File: src/rtl/add8_byte_sequencer.sv
`default_nettype none
// ============================================================================
// Module   : add8_byte_sequencer
// Brief    : Serialises wide operands through an external 8-bit add8 adder,
//            LSB first. It chains carry through a register and gathers the
//            per-byte sums into a registered wide result.
// Revision : 1.0 - initial release
// ============================================================================
module add8_byte_sequencer #(
  parameter int NBYTES = 4
) (
  input  logic                  clk,
  input  logic                  rst_n,
  // operand request
  input  logic                  in_valid,
  output logic                  in_ready,
  input  logic [8*NBYTES-1:0]   op_a,
  input  logic [8*NBYTES-1:0]   op_b,
  input  logic                  op_cin,
  // external add8 slice
  output logic [7:0]            add_a,
  output logic [7:0]            add_b,
  output logic                  add_cin,
  input  logic [7:0]            add_sum,
  input  logic                  add_cout,
  // result
  output logic                  out_valid,
  input  logic                  out_ready,
  output logic [8*NBYTES-1:0]   result,
  output logic                  result_cout
);

  localparam int W     = 8 * NBYTES;
  localparam int IDX_W = (NBYTES > 1) ? $clog2(NBYTES) : 1;
  localparam logic [IDX_W-1:0] LAST_IDX = IDX_W'(NBYTES - 1);

  typedef enum logic [1:0] {
    IDLE = 2'd0,
    RUN  = 2'd1,
    DONE = 2'd2
  } state_t;

  state_t           state;
  logic [IDX_W-1:0] idx;
  logic             carry;
  logic [W-1:0]     a_reg;
  logic [W-1:0]     b_reg;

  // Bit offset of the current byte; idx never exceeds NBYTES-1 so this
  // always selects an in-range slice.
  logic [IDX_W+2:0] byte_lsb;
  assign byte_lsb = {idx, 3'b000};

  // Accept only while idle; a held in_valid simply waits for this.
  assign in_ready = (state == IDLE);

  // Drive the adder only during RUN so it sees quiet zeros otherwise.
  always_comb begin
    add_a   = 8'h00;
    add_b   = 8'h00;
    add_cin = 1'b0;
    if (state == RUN) begin
      add_a   = a_reg[byte_lsb +: 8];
      add_b   = b_reg[byte_lsb +: 8];
      add_cin = carry;
    end
  end

  // Sequencer FSM: latch operands, walk the bytes, hold result until taken.
  always_ff @(posedge clk or negedge rst_n) begin
    if (!rst_n) begin
      state       <= IDLE;
      idx         <= '0;
      carry       <= 1'b0;
      a_reg       <= '0;
      b_reg       <= '0;
      result      <= '0;
      result_cout <= 1'b0;
      out_valid   <= 1'b0;
    end else begin
      case (state)
        IDLE: begin
          if (in_valid) begin
            a_reg  <= op_a;
            b_reg  <= op_b;
            carry  <= op_cin;
            idx    <= '0;
            result <= '0;
            state  <= RUN;
          end
        end
        RUN: begin
          result[byte_lsb +: 8] <= add_sum;
          carry                 <= add_cout;
          if (idx == LAST_IDX) begin
            // Final slice: its carry-out is the carry-out of the wide sum.
            result_cout <= add_cout;
            out_valid   <= 1'b1;
            state       <= DONE;
          end else begin
            idx <= idx + 1'b1;
          end
        end
        DONE: begin
          if (out_ready) begin
            out_valid <= 1'b0;
            state     <= IDLE;
          end
        end
        default: begin
          state     <= IDLE;
          out_valid <= 1'b0;
        end
      endcase
    end
  end

endmodule
`default_nettype wire
File: config.mk
export PLATFORM = sky130hd
export DESIGN_NAME = add8_byte_sequencer
export DESIGN_NICKNAME = d
export VERILOG_FILES = /design/src/rtl/add8_byte_sequencer.sv
export SDC_FILE = /design/constraint.sdc
export NUM_CORES = 1
export LEC_CHECK = 0
export ABC_CLOCK_PERIOD_IN_PS = 2580
export BUFFER_PORTS_ARGS = -buffer_cell sky130_fd_sc_hd__clkbuf_2
export CORE_MARGIN = 3
export CORE_UTILIZATION = 32
export DETAILED_ROUTE_END_ITERATION = 8
export GPL_TIMING_DRIVEN = 0
export PLACE_DENSITY_LB_ADDON = 0.3
export SLEW_MARGIN = 20
export SYNTH_ARGS = -nofsm -noshare
export SYNTH_HDL_FRONTEND = slang
export SYNTH_SLANG_ARGS = --single-unit
File: constraint.sdc
create_clock -name clk -period 2.58 [get_ports clk]
set_input_delay 0.129 -clock clk [delete_from_list [all_inputs] [get_ports clk]]
set_output_delay 0.129 -clock clk [all_outputs]
set_load 0.1 [all_outputs]
== After elaboration in Yosys (flattened, before gate mapping) ==
Index checks and enable logic that the tools add are counted.
Cells by class
  bitwise gates (word level): 1
  add/subtract/negate cells: 2
  multiplexer cells: 18
  reduce and logical (&&, ||, !) cells: 8
  eq/ne operators: 7
  shift operators: 4
Operators with widths (count)
  $pmux 32 s2: 1
  $shiftx 32x6->8: 2
  $bwmux 32: 1
  $mux 32: 1
  $shift 8x7->32 const A: 1
  $shiftx 8x7->32: 1
  $mux 8: 2
  $mux 2: 5
  $reduce_and 3->1: 3
  $neg 5->7: 1
  $ne 2x2->1 const B: 3
  $pmux 2 s3: 1
  $reduce_and 2->1: 3
  $eq 2x2->1 const B: 2
  $mux 1: 4
  $pmux 2 s2: 1
  $pmux 1 s3: 1
  $add 2x1->2 const B: 1
  $eq 2x1->1 const B: 1
  $logic_not 2->1: 1
  $ne 2x1->1 const B: 1
  $pmux 1 s2: 1
  $reduce_bool 2->1: 1
  $not 1->1: 1
Storage, ports and cells
  bits of input ports: 78
  flip-flop bits (word level): 103
  word-level logic and storage cells: 48
  output and inout port bits: 52

== Longest topological paths before layout ==
Gate-level depths: netlist of run 1.
  word-level depth: 4
  depth in mapped cells: 7
  mapped depth without buffers: 5

== Worst setup path before layout of run 1 ==
OpenSTA, ideal clock, no wires.
  kind: flip-flop to flip-flop
  start point: register idx[1]
  end point: register result[16]
  data arrival time: 1.903 ns
  path slack: 0.608 ns
  stages on the path, launching flop included: 8
  required time: 2.511 ns
  period minus slack after synthesis: 1.972 ns
  buffers on the path: 2
  cells stage by stage: dfrtp_1 > buf_2 > buf_2 > inv_1 > ha_1 > nand2b_1 > nor4_4 > a22o_1
On the way
  longest elaborated chain between the ends: 4
RTL lines
  start, declared: line 44  | logic [IDX_W-1:0] idx;
  start signal, assigned: line 101  | idx <= idx + 1'b1;
  $neg 5->7 *: line 93  | result[byte_lsb +: 8] <= add_sum;
  $shiftx 8x7->32 or $shift 8x7->32 (tied branches): line 93
  $bwmux 32 *: line 93
  $pmux 32 s2 *: line 81  | case (state)
  end signal, assigned by index: line 93
  end, declared: line 29  | output logic [8*NBYTES-1:0] result,
Every way passes the cells marked *; elsewhere a longest branch is shown, timed or not.
A chain may end at the register's enable or synchronous reset.

== Worst setup path after layout of run 1 ==
  start point: register idx[0]
  end point: output add_a[3]
On the way
  longest elaborated chain between the ends: 2
RTL lines
  $shiftx 32x6->8: line 63  | add_a = a_reg[byte_lsb +: 8];
  $mux 8: line 62  | if (state == RUN) begin
  end, declared: line 21  | output logic [7:0] add_a,
Every way passes these cells.

==> results.cfg, run 1 <==
[placed_design]
gp_congestion = 0.762
hpwlAfterDp_mm = 8.12
place_area_um2 = 5390
post-place-ws_ns = -0.000759
numPortBuffers = 129

[synth]
synth_nets = 376
synth_area_leaders = dfrtp_1, mux2_2, mux4_2
syn_avg_cell_area_um2 = 15.4
synth_area_leader_cell = dfrtp_1
synth_cell_types = 22
synth-xor-area-share_pct = 0
netlist_area_um2 = 4490
yosys.area_share.simple_pct = 6.55
synth_fa_ha_area_share_pct = 1.67
synth-compound-area-share_pct = 7.53
synthMuxAreaShare_pct = 24.6
syn_inst = 292
netlist.area_leader.share_pct = 57.4
synth_top_family_by_area = multiplexers
ys_seq_elements = 103
synth-seq-area-share_pct = 57.4
ys_warn_count = 0

[sta]
min_period_ns = 2.40
slew_violations = 0
setup_slack_ns = 0.184
max_freq_mhz = 417
skew_ns = 0.00624
finalCritPeriodShare_pct = 92.9
holdWs_ns = 0.00817
setup_viol = 0
slew_headroom_pct = 62.5
max_slew.worst_pin.slew_ns = 0.558
rsz0062_at_grt = no
hold_viol = 0

[cells_and_area]
multiInputGateArea_um2 = 1810
final_layout_size_suffix_gt1_share_pct = 47.4
design_area_um2 = 6010
seq_area_um2 = 2580
fillCellCount = 1279
antennaDiodeCount = 0
area_growth_pct = 33.8
nets = 543
final_util_pct = 44.7
final_common_cell = clkbuf_2
final_cell_mix = clkbuf_2, dfrtp_1, mux2_2

[clocking]
cts_buffers = 9
h-tree-depth = 3
cts_setup_buffers = 0
cts.clk_slew.worst_paths_ns = 0.07
clk-insertion-delay-late_ns = 0.34
cts_sinks = 103
cts_buffer_depth = 2
root_buffer = clkbuf_16
cts_tree = built

[job]
drv_cap = 0

[floorplan]
rows = 42
io_pins = 130
dieArea_um2 = 15500
die_h_um = 124
initial_core_util_pct = 33.4
coreArea_um2 = 13500
die_width_um = 124

[worst_setup_path]
crit_path_top_delay_cell = mux4_2
cp-end-kind = output port
crit_family = buffers and inverters
slowest_delay_ns = 0.55
worstPathRequired_ns = 2.45
arrival_ns = 2.27
path_buf_inv = 2
cp_cell_sequence = buf_2 > mux4_2 > and2_1 > clkbuf_2
path_max_fanout = 10
cp_num_cells = 4
r2r_cells = 7
setup.worst_path.start_class = flip-flop
path_class = flip-flop to output port
regToRegSetupSlack_ns = 0.19

[drt]
route.detailed.drc = 0
viasPerCell = 4.74
first_pass_iters = 4
drt_iter0_drc = 106
vias = 3035
ant_nets = 0
wl_per_cell_um = 17.5
wirelength_mm = 11.2

[grt]
grt_pass1_vias = 3411
grtUsageTotal_pct = 14.8
grt_antenna_before_repair = 0
grt_pass1_wl_mm = 18.1
overflow = 0
grt_max_degree = 56

[min_path]
min_path_cells = 2
hold_class = primary input to flip-flop

[run_status]
status = finished clean
## cell usage after synthesis (all sizes together)
master	count
nor2	3
ha	6
buf	15
dfrtp	103
and2	17
a21oi	1
nor3	1
mux2	66
nor4	2
mux4	16
inv	4
nor2b	1
a21o	4
a22o	32
nor3b	2
nor4b	1
a22oi	1
nand2	10
o21ai	3
nand2b	4
## path summary, 6_finish.rpt
check | start | endpoint
min in group asynchronous | rst_n | b_reg[30]$_DFFE_PN0P_
max in group asynchronous | rst_n | result[10]$_DFFE_PN0P_
worst max-delay path | idx[0]$_DFFE_PN0P_ | add_a[3]
worst min register to register | b_reg[25]$_DFFE_PN0P_ | b_reg[25]$_DFFE_PN0P_
worst min-delay path | op_a[1] | a_reg[1]$_DFFE_PN0P_
worst max register to register | idx[1]$_DFFE_PN0P_ | result[12]$_DFFE_PN0P_
## per-layer routing
| metal | wire (um) | part of all wire, % | track usage [%] | up-vias |
|---|---|---|---|---|
| met5 | 0 | 0 | 0 | - |
| met1 | 4690 | 42 | 17.4 | 1537 |
| met4 | 155 | 1.4 | 4.00 | 0 |
| met2 | 5820 | 52 | 25.8 | 74 |
| li1 | - | - | - | 1415 |
| met3 | 564 | 5.0 | 5.02 | 9 |
## cell type report
class                      instances  area share (%)
inverter                           4           0.250
clock inverter                     6            1.92
clock buffer                      10            3.98
timing repair buffer             156            15.7
tap                              176            3.67
sequential                       103            42.9
buffer                            15            1.46
multi-input combinational        170            30.1
## per-stage QoR
step           setup TNS [ns]  instances
2_1_floorplan               0        292
3_3_place_gp                0        597
3_5_place_dp        -0.000759        598
4_1_cts                     0        639
5_1_grt                     0        640
6_report                    0        640
## cell families after synthesis
family | after synthesis
adder cells (fa/ha/maj) | 6
flip-flops | 103
AO/OA/AOI/OAI | 41
buffers and inverters | 19
multiplexers | 82
AND/OR/NAND/NOR | 41
## what timing repair did
action	4_1_cts	5_1_grt
hold buffers	25	1
gates resized for setup	1	0
hold endpoints to repair	72	1
setup endpoints to repair	8	0
Power of run 1 is left out: the tool's default activity adds up to more than one toggle a clock period on the data nets, which glitch-free logic cannot reach.
==> run 2: changes to the inputs <==
--- a/config.mk
+++ b/config.mk
@@ -7,6 +7,7 @@
 export LEC_CHECK = 0
 export ABC_CLOCK_PERIOD_IN_PS = 2580
 export BUFFER_PORTS_ARGS = -buffer_cell sky130_fd_sc_hd__clkbuf_2
+export CORE_ASPECT_RATIO = 1.75
 export CORE_MARGIN = 3
 export CORE_UTILIZATION = 32
 export DETAILED_ROUTE_END_ITERATION = 8
==> results.cfg, run 2 (synthesized netlist as in run 1, its figures left out) <==
[run_status]
status = finished clean

[sta]
slew_violations = 0
max_freq_mhz = 414
holdWs_ns = 0.0119
setup_slack_ns = 0.167
setup_viol = 0
slew_headroom_pct = 63.2
hold_viol = 0
skew_ns = 0.00609
finalCritPeriodShare_pct = 93.5
min_period_ns = 2.41
max_slew.worst_pin.slew_ns = 0.554

[grt]
grt_antenna_before_repair = 0
grt_pass1_vias = 3348
grt_max_degree = 60
grt_pass1_wl_mm = 18.0
grtUsageTotal_pct = 15.7
overflow = 0

[worst_setup_path]
crit_start = idx[0]$_DFFE_PN0P_
arrival_ns = 2.28
worstPathRequired_ns = 2.45
r2r_end = result[18]$_DFFE_PN0P_
rr_startpoint = idx[1]$_DFFE_PN0P_
path_max_fanout = 10
path_class = flip-flop to output port
setup.worst_path.start_class = flip-flop
cp-end-kind = output port
regToRegSetupSlack_ns = 0.17
endpoint = add_a[1]
r2r_cells = 8

[floorplan]
coreArea_um2 = 13600
die_width_um = 95.5
dieArea_um2 = 15500
die_h_um = 163
rows = 56
io_pins = 130
initial_core_util_pct = 33.0

[clocking]
cts_buffers = 9
cts_tree = built
clk-insertion-delay-late_ns = 0.34
cts_sinks = 103
cts_buffer_depth = 2
root_buffer = clkbuf_16
cts.clk_slew.worst_paths_ns = 0.07
h-tree-depth = 3

[placed_design]
hpwlAfterDp_mm = 8.56
numPortBuffers = 129
gp_congestion = 0.757
post-place-ws_ns = 0.0344

[drt]
viasPerCell = 4.80
first_pass_iters = 4
route.detailed.drc = 0
vias = 3009
drt_iter0_drc = 79
ant_nets = 0
wl_per_cell_um = 18.3
wirelength_mm = 11.5

[min_path]
hold_class = primary input to flip-flop

[cells_and_area]
final_cell_mix = clkbuf_2, dfrtp_1, mux2_2
area_growth_pct = 30.0
fillCellCount = 1282
final_layout_size_suffix_gt1_share_pct = 48.8
nets = 532
antennaDiodeCount = 0
final_common_cell = clkbuf_2

[job]
drv_cap = 0
## run 2: cell count changes in the layout (fill, tap and decap cells not counted), sizes merged
cell         change
inv              -1
buf              +1
dlygate4sd3     -13
clkbuf           +2
bufinv           -2
clkinvlp         -1
clkinv           +3
## run 2: worst min-delay path by stage
stage	startpoint	endpoint	slack, ns	cells after the start
2_1_floorplan	rst_n	a_reg[0]$_DFFE_PN0P_	-0.17	0
3_3_place_gp	op_b[28]	b_reg[28]$_DFFE_PN0P_	0.35	2
3_5_place_dp	rst_n	result[23]$_DFFE_PN0P_	0.09	1
4_1_cts	op_a[5]	a_reg[5]$_DFFE_PN0P_	0.0005	2
5_1_grt	op_a[7]	a_reg[7]$_DFFE_PN0P_	0.0006	2
6_report	op_a[8]	a_reg[8]$_DFFE_PN0P_	0.01	2
## run 2: cell type report
cell class	instances	area, um^2	share of cell area [%]
plain buffers	15	87.6	1.50
clock buffers	11	243	4.16
clock inverters	5	57.6	0.986
inverters	4	15.0	0.257
multi-input cells	170	1810	31.0
flip-flops and latches	103	2580	44.2
well taps	174	218	3.73
repair buffers	145	827	14.2
## run 2: metal layers
| layer | GRT usage, % | part of all wire [%] | wire length, um |
|---|---|---|---|
| met5 | 0 | 0 | 0 |
| met4 | 5.25 | 1.2 | 143 |
| met3 | 3.70 | 5.4 | 621 |
| met2 | 29.6 | 57 | 6560 |
| met1 | 16.4 | 36 | 4130 |
## run 2: through the flow
stage | std cells | TNS (ns) | cell area, um^2 | utilization [%]
6_report | 627 | 0 | 5840 | 42.9
5_1_grt | 627 | -0.0397 | 5840 | 42.9
4_1_cts | 625 | 0 | 5820 | 42.8
3_5_place_dp | 596 | 0 | 5390 | 39.6
3_3_place_gp | 595 | 0 | 5350 | 39.4
2_1_floorplan | 292 | 0 | 4490 | -
## run 2: repair_timing
action,4_1_cts,5_1_grt
resized for setup,0,1
setup endpoints to repair,0,32
endpoints found under the hold margin,56,0
setup buffers,0,2
hold buffers,13,0
## run 2: worst max-delay path, stage by stage, from the launching register on
cell and delay (ns):
dfrtp_1 0.46, buf_2 0.39, mux4_2 0.54, and2_1 0.18, clkbuf_2 0.37
Power of run 2 is left out for the same reason.
==> run 3: changes to the inputs <==
--- a/config.mk
+++ b/config.mk
@@ -5,8 +5,9 @@
 export SDC_FILE = /design/constraint.sdc
 export NUM_CORES = 1
 export LEC_CHECK = 0
-export ABC_CLOCK_PERIOD_IN_PS = 2580
+export ABC_CLOCK_PERIOD_IN_PS = 2160
 export BUFFER_PORTS_ARGS = -buffer_cell sky130_fd_sc_hd__clkbuf_2
+export CAP_MARGIN = 20
 export CORE_ASPECT_RATIO = 1.75
 export CORE_MARGIN = 3
 export CORE_UTILIZATION = 32
==> constraint.sdc (replaced) <==
create_clock -name clk -period 2.16 [get_ports clk]
set_input_delay 0.108 -clock clk [delete_from_list [all_inputs] [get_ports clk]]
set_output_delay 0.108 -clock clk [all_outputs]
set_load 0.1 [all_outputs]
==> results.cfg, run 3 (synthesized netlist as in run 1, its figures left out) <==
[drt]
viasPerCell = 4.85
vias = 3261
ant_nets = 0
wirelength_mm = 12.3
route.detailed.drc = 0
drt_iter0_drc = 87
first_pass_iters = 4
wl_per_cell_um = 18.3

[worst_setup_path]
path_max_fanout = 10
crit_family = multiplexers
regToRegSetupSlack_ns = 0.12
setup.worst_path.start_class = flip-flop
slowest_delay_ns = 0.51
arrival_ns = 1.99
worstPathRequired_ns = 2.05
cp-end-kind = output port
crit_path_top_delay_cell = mux4_2
cp_cell_sequence = buf_8 > mux4_2 > and2_1 > clkbuf_4
path_buf_inv = 2
path_class = flip-flop to output port

[grt]
grtUsageTotal_pct = 16.8
grt_pass1_vias = 3672
grt_max_degree = 60
grt_pass1_wl_mm = 19.3
overflow = 0
grt_antenna_before_repair = 0

[cells_and_area]
final_common_cell = clkbuf_2
area_growth_pct = 43.5
antennaDiodeCount = 0
fillCellCount = 1227
final_layout_size_suffix_gt1_share_pct = 45.4
seq_area_um2 = 2580
final_cell_mix = clkbuf_2, dfrtp_1, dlygate4sd3_1
multiInputGateArea_um2 = 1830
nets = 577
layout.cells.non_filler = 672

[sta]
skew_ns = 0.00608
max_freq_mhz = 476
holdWs_ns = 0.0102
finalCritPeriodShare_pct = 97.3
max_slew.worst_pin.slew_ns = 0.554
setup_viol = 0
hold_viol = 0
slew_violations = 0
setup_tns_ns = 0
slew_headroom_pct = 63.2
min_period_ns = 2.10

[clocking]
cts.clk_slew.worst_paths_ns = 0.07
cts_buffer_depth = 2
cts_tree = built
cts_sinks = 103
h-tree-depth = 3
cts_buffers = 9
root_buffer = clkbuf_16
clk-insertion-delay-late_ns = 0.34

[job]
drv_cap = 0

[floorplan]
initial_core_util_pct = 33.0
die_width_um = 95.5
coreArea_um2 = 13600
die_h_um = 163
rows = 56
dieArea_um2 = 15500
io_pins = 130

[placed_design]
hpwlAfterDp_mm = 8.56
gp_congestion = 0.757
numPortBuffers = 129
placedCellCount = 596

[min_path]
hold_class = primary input to flip-flop

[run_status]
status = finished clean
## run 3: changes by cell type in the layout (fill, tap and decap cells not counted), sizes merged
cell         delta
dlygate4sd3    +44
clkbuf          +1
## run 3: metal layers
layer	vias to the layer above	share of wire [%]	track usage (%)
li1	1481	-	-
met1	1649	35	17.3
met2	111	57	31.8
met3	20	4.6	3.42
met4	0	2.5	6.99
met5	-	0	0
## run 3: final timing paths
kind	endpoint	depth (start not counted)	start
hold / removal	b_reg[3]$_DFFE_PN0P_	2	op_b[3]
min in group asynchronous	result[23]$_DFFE_PN0P_	2	rst_n
hold reg to reg	a_reg[19]$_DFFE_PN0P_	1	a_reg[19]$_DFFE_PN0P_
max in group asynchronous	a_reg[17]$_DFFE_PN0P_	3	rst_n
setup reg to reg	result[28]$_DFFE_PN0P_	8	idx[1]$_DFFE_PN0P_
setup / recovery	add_b[2]	4	idx[0]$_DFFE_PN0P_
## run 3: layout make-up
cell class | instances | share of cell area, %
Clock inverter | 5 | 0.894
Multi-Input combinational cell | 170 | 28.4
Buffer | 15 | 1.85
Inverter | 4 | 0.233
Clock buffer | 11 | 3.77
Sequential cell | 103 | 40.1
Timing Repair Buffer | 190 | 21.5
Tap cell | 174 | 3.38
## run 3: repair_timing
item | 4_1_cts | 5_1_grt
setup endpoints to repair | 48 | 45
setup buffers | 2 | 1
endpoints found under the hold margin | 99 | 1
gates resized for setup | 36 | 7
hold buffers | 56 | 1
pin swaps | 2 | 1
## run 3: per-stage QoR
step	utilization, %	setup slack (ns)	cell area (um^2)
final	47.4	0.0581	6440
after global routing	47.4	-0.00368	6440
after global placement	39.4	-0.357	5350
after detailed placement	39.6	-0.386	5390
after floorplan	-	0.188	4490
after CTS	47.0	0.0207	6390
Power of run 3 is left out for the same reason.
